===== src/rtl/cpu_bus_pkg.sv =====
// Shared bus-arbitration types and defaults for the CPU memory/IO path.
package cpu_bus_pkg;

  typedef enum logic [2:0] {
    ST_IDLE  = 3'd0,
    ST_BUS_D = 3'd1,
    ST_BUS_I = 3'd2,
    ST_ACK_D = 3'd3,
    ST_ACK_I = 3'd4
  } bus_state_t;

  localparam int unsigned WAIT_MAX_DEF   = 15;
  localparam int unsigned STARVE_MAX_DEF = 3;

endpackage


===== src/rtl/mio_watchdog.sv =====
// Wait-state counter: clear restarts it, enable counts one waited cycle,
// expired flags the cycle in which the count would reach MAX.
module mio_watchdog #(
  parameter int unsigned MAX = 15,
  parameter int unsigned W   = 8
) (
  input  logic clk,
  input  logic rst,
  input  logic clear,
  input  logic enable,
  output logic expired
);

  localparam logic [W-1:0] LIMIT = W'(MAX);

  logic [W-1:0] wait_cnt;

  always_ff @(posedge clk or posedge rst) begin
    if (rst) begin
      wait_cnt <= '0;
    end else if (clear) begin
      wait_cnt <= '0;
    end else if (enable && wait_cnt != LIMIT) begin
      wait_cnt <= wait_cnt + 1'b1;
    end
  end

  // Fires on the MAX-th waited cycle so the abort lands on that same edge.
  assign expired = enable && (wait_cnt == LIMIT - 1'b1);

endmodule


===== src/rtl/mio_bus_arbiter.sv =====
// Arbitrates the single MIO bus between instruction fetch and data memory,
// with a wait-state watchdog and fetch anti-starvation.
module mio_bus_arbiter
  import cpu_bus_pkg::*;
#(
  parameter int unsigned AW         = 32,
  parameter int unsigned DW         = 32,
  parameter int unsigned WAIT_MAX   = WAIT_MAX_DEF,
  parameter int unsigned STARVE_MAX = STARVE_MAX_DEF
) (
  input  logic          clk,
  input  logic          rst,
  input  logic          if_req,
  input  logic [AW-1:0] if_addr,
  output logic          if_ack,
  output logic [DW-1:0] if_rdata,
  input  logic          dm_req,
  input  logic          dm_we,
  input  logic [AW-1:0] dm_addr,
  input  logic [DW-1:0] dm_wdata,
  output logic          dm_ack,
  output logic [DW-1:0] dm_rdata,
  output logic          bus_req,
  output logic          bus_we,
  output logic [AW-1:0] bus_addr,
  output logic [DW-1:0] bus_wdata,
  input  logic [DW-1:0] bus_rdata,
  input  logic          MIO_ready,
  output logic          bus_err,
  output logic          stall_if,
  output logic          stall_mem
);

  localparam logic [3:0] STARVE_LIM = 4'(STARVE_MAX);

  bus_state_t state;
  logic [3:0] starve_cnt;
  logic       in_bus;
  logic       wd_clear;
  logic       wd_enable;
  logic       wd_expired;
  logic       pick_fetch;

  assign in_bus     = (state == ST_BUS_D) || (state == ST_BUS_I);
  assign wd_clear   = (state == ST_IDLE) && (if_req || dm_req);
  assign wd_enable  = in_bus && !MIO_ready;
  assign pick_fetch = if_req && (!dm_req || starve_cnt == STARVE_LIM);

  assign stall_if  = if_req & ~if_ack;
  assign stall_mem = dm_req & ~dm_ack;

  mio_watchdog #(
    .MAX (WAIT_MAX),
    .W   (8)
  ) u_watchdog (
    .clk     (clk),
    .rst     (rst),
    .clear   (wd_clear),
    .enable  (wd_enable),
    .expired (wd_expired)
  );

  always_ff @(posedge clk or posedge rst) begin
    if (rst) begin
      state      <= ST_IDLE;
      starve_cnt <= '0;
      bus_req    <= 1'b0;
      bus_we     <= 1'b0;
      bus_addr   <= '0;
      bus_wdata  <= '0;
      bus_err    <= 1'b0;
      if_ack     <= 1'b0;
      dm_ack     <= 1'b0;
      if_rdata   <= '0;
      dm_rdata   <= '0;
    end else begin
      case (state)
        ST_IDLE: begin
          if (pick_fetch) begin
            state      <= ST_BUS_I;
            bus_req    <= 1'b1;
            bus_we     <= 1'b0;
            bus_addr   <= if_addr;
            bus_wdata  <= '0;
            starve_cnt <= '0;
          end else if (dm_req) begin
            state     <= ST_BUS_D;
            bus_req   <= 1'b1;
            bus_we    <= dm_we;
            bus_addr  <= dm_addr;
            bus_wdata <= dm_wdata;
            if (!if_req)
              starve_cnt <= '0;
            else if (starve_cnt != STARVE_LIM)
              starve_cnt <= starve_cnt + 1'b1;
          end
        end
        ST_BUS_D, ST_BUS_I: begin
          if (MIO_ready || wd_expired) begin
            bus_req <= 1'b0;
            bus_we  <= 1'b0;
            bus_err <= !MIO_ready;
            if (state == ST_BUS_D) begin
              state    <= ST_ACK_D;
              dm_ack   <= 1'b1;
              dm_rdata <= MIO_ready ? bus_rdata : '0;
            end else begin
              state    <= ST_ACK_I;
              if_ack   <= 1'b1;
              if_rdata <= MIO_ready ? bus_rdata : '0;
            end
          end
        end
        ST_ACK_D, ST_ACK_I: begin
          state   <= ST_IDLE;
          if_ack  <= 1'b0;
          dm_ack  <= 1'b0;
          bus_err <= 1'b0;
        end
        default: state <= ST_IDLE;
      endcase
    end
  end

endmodule


===== config.mk =====
export PLATFORM = sky130hd
export DESIGN_NAME = mio_bus_arbiter
export DESIGN_NICKNAME = d
export VERILOG_FILES = /design/src/rtl/cpu_bus_pkg.sv /design/src/rtl/mio_watchdog.sv /design/src/rtl/mio_bus_arbiter.sv
export SDC_FILE = /design/constraint.sdc
export NUM_CORES = 1
export LEC_CHECK = 0
export ABC_CLOCK_PERIOD_IN_PS = 4900
export CAP_MARGIN = 0
export CORE_ASPECT_RATIO = 1.4
export CORE_UTILIZATION = 38
export DETAILED_ROUTE_END_ITERATION = 7
export PLACE_DENSITY = 0.86
export SYNTH_ARGS = -nofsm -noshare
export SYNTH_HDL_FRONTEND = slang
export SYNTH_SLANG_ARGS = --single-unit

===== constraint.sdc =====
create_clock -name clk -period 4.9 [get_ports clk]
set_input_delay 0.735 -clock clk [delete_from_list [all_inputs] [get_ports clk]]
set_output_delay 0.735 -clock clk [all_outputs]
set_load 0.05 [all_outputs]

==> results.json <==
{
  "min_path_type": "register to register",
  "dpl.cell_count": 1006,
  "cp_max_fo": 7,
  "synthArstFlopShare_pct": 100,
  "grt_overflow": 0,
  "arrival_ns": 2.42,
  "startpoint_type": "input pin",
  "htree_levels": 4,
  "start_util_pct": 39.0,
  "finalHoldViolations": 0,
  "r2r_cells": 5,
  "clock_latency_ns": 0.41,
  "rsz0062_at_grt": "no",
  "finalClockSkew_ns": 0.0114,
  "seqPwrFrac_pct": 27.4,
  "synthCells": 579,
  "drc": 0,
  "r2r_end": "bus_addr[26]",
  "layout.cells.most_common": "clkdlybuf4s50_1",
  "syn-num-nets": 716,
  "path_clk_slew_ns": 0.07,
  "power_frac_comb_pct": 55.5,
  "worstMarginPinSlew_ns": 1.07,
  "rr_startpoint": "state[0]",
  "post_cts_buffers": 0,
  "crit_top_cell": "clkdlybuf4s50_1",
  "die_y_um": 152,
  "grt_max_degree": 101,
  "yosysSeqAreaShare_pct": 60.5,
  "multi_input_area_um2": 2230,
  "viasPerCell": 5.31,
  "cpMaxStageDelayCell": "clkdlybuf4s50_1",
  "nFillCells": 1291,
  "synth_top_area_cell": "dfrtp_1",
  "ant_nets": 0,
  "synthDistinctLibCells": 41,
  "cap_violations": 0,
  "die_x_um": 109,
  "power_frac_clock_pct": 17.0,
  "drt_first_pass_iters": 5,
  "yosys_warnings": 0,
  "clockBufferDepth": 2,
  "n_antenna_cell": 0,
  "powerDensity_nw_per_um2": 794,
  "setup_violations": 0,
  "synth_ff_type": "dfrtp_1",
  "final_cell_mix": "267 x clkdlybuf4s50_1, 148 x dfrtp_1, 107 x nand2_1",
  "via_count": 5510,
  "total_power_mw": 7.58,
  "internal-power_mw": 3.91,
  "numCtsBuffers": 17,
  "dieArea_um2": 16600,
  "cts_hold_buf": 0,
  "layout.nets": 966,
  "cts_tree": "yes",
  "wl_per_cell_um": 16.5,
  "syn_to_final_growth_pct": 56.1,
  "critPathLaunch": "dm_req",
  "status": "complete, no violations",
  "crit_chain": "clkdlybuf4s50_1 > nor2b_1 > clkdlybuf4s50_1",
  "synth-edff-count": 0,
  "fin_crit_sh_pct": 64.4,
  "slowest_delay_ns": 0.83,
  "fmax_mhz": 317,
  "clock_sinks": 148,
  "cp-end-kind": "output pin",
  "drive_gt1_share_pct": 6.77,
  "ir_drop_uv": 451,
  "hpwl_mm": 11.7,
  "ys_ff_latch": 148,
  "cts_resized": 0,
  "grt_antenna_before_repair": 0,
  "portBuffers": 268,
  "min_period_ns": 3.16,
  "p_leak_nw": 4.16,
  "rows": 54,
  "drt_iter0_drc": 346,
  "drv_slew": 0,
  "finalWirelength_mm": 17.2,
  "synth_area_per_cell_um2": 10.6,
  "grt_pass1_vias": 5540,
  "reg2reg_slack_ns": 2.15,
  "cts_root_buf": "clkbuf_16",
  "synth_area_leaders": "dfrtp_1 61%, a32o_1 11%, nand2_1 6.6%",
  "synth_top_area_share_pct": 60.5,
  "syn_area_um2": 6120,
  "regArea_um2": 3700,
  "io_pins": 269,
  "tns_ns": 0,
  "fp.coreArea_um2": 15700,
  "criticalPathCategory": "input pin to output pin",
  "crit_end": "stall_mem",
  "sw_frac_of_total_pct": 48.4,
  "stdcell_count": 1038,
  "worst-endpoint-required_ns": 4.16,
  "gp_congestion": 0.808,
  "slew_headroom_pct": 28.6,
  "p_switching_mw": 3.67,
  "grt_pass1_wl_mm": 27.8,
  "track_usage_pct": 21.2
}
==> worst max-delay path: cells and delay by family <==
| family | cells | cell delay (ns) |
|---|---|---|
| buffers and inverters | 2 | 1.49 |
| AND/OR/NAND/NOR | 1 | 0.20 |
==> kinds of logic after synthesis <==
| family | after synthesis | synth area share [%] |
|---|---|---|
| simple gates | 211 | 15.2 |
| compound gates | 155 | 18.8 |
| flops | 148 | 60.5 |
| buf+inv | 53 | 3.52 |
| xor+xnor | 7 | 1.00 |
| fa+ha+maj | 3 | 0.613 |
| mux | 2 | 0.327 |
==> cells in the mapped netlist, types with 2 or more instances <==
cell / instances
nor2b_1: 5
clkbuf_1: 36
nor2_1: 45
nand4_1: 3
o211ai_1: 3
xnor2_1: 2
ha_1: 3
nand2_1: 107
a32o_1: 65
buf_2: 13
mux2i_1: 2
o21ai_1: 2
xor2_1: 5
inv_1: 3
o21ai_0: 5
dfrtp_1: 148
nand2b_1: 2
a21oi_1: 67
and3_1: 2
o21a_1: 4
nand3_1: 36
o2111ai_1: 2
==> how the worst min path moves through the flow <==
stage                              from       endpoint  slack [ns]  cells after the start
after CTS                 bus_wdata[29]  bus_wdata[29]        0.47                      2
after global placement    bus_wdata[10]  bus_wdata[10]        0.45                      2
final                      bus_wdata[3]   bus_wdata[3]        0.46                      2
after floorplan           starve_cnt[1]  starve_cnt[1]        0.48                      2
after detailed placement  bus_wdata[29]  bus_wdata[29]        0.45                      2
after global routing      bus_wdata[29]  bus_wdata[29]        0.49                      2
==> per-stage QoR <==
stage	util, %	hold slack, ns	cell area (µm²)	worst slack (ns)
floorplan	-	0.476	6120	0.185
global placement	57.2	0.449	8970	1.74
detailed placement	57.2	0.455	8970	1.75
CTS	60.9	0.469	9550	1.75
global route	60.9	0.493	9550	1.70
finish	60.9	0.464	9550	1.74
==> metal layers <==
| layer | GRT usage (%) | vias to the layer above | share of wire, % |
|---|---|---|---|
| li1 | - | 2579 | - |
| met1 | 24.6 | 2697 | 39 |
| met2 | 37.3 | 211 | 53 |
| met3 | 5.69 | 23 | 6.3 |
| met4 | 7.05 | 0 | 1.8 |
| met5 | 0 | - | 0 |
==> flip-flops by register name, indices dropped and copies added, names as in the netlist <==
register	cells
u_watchdog.wait_cnt	8
starve_cnt	4
if_ack	1
state	3
if_rdata	32
bus_wdata	32
bus_addr	32
bus_we	1
dm_rdata	32
bus_err	1
bus_req	1
dm_ack	1
==> power groups by stage <==
stage | clock, mW | sequential (mW) | combinational, mW
2_1_floorplan | 0 | 3.81 | 1.05
3_3_place_gp | 0 | 2.08 | 4.19
3_5_place_dp | 0 | 2.10 | 4.23
4_1_cts | 1.33 | 2.09 | 4.24
5_1_grt | 1.38 | 2.16 | 4.45
6_report | 1.29 | 2.08 | 4.21
==> area by class of cell <==
| class | instances | share of cell area [%] |
|---|---|---|
| flip-flops and latches | 148 | 38.8 |
| clock inverters | 15 | 1.64 |
| inverters | 4 | 0.210 |
| clock buffers | 17 | 4.45 |
| repair buffers | 280 | 29.0 |
| multi-input cells | 378 | 23.4 |
| well taps | 196 | 2.57 |
Power figures use the tool's default switching activity.
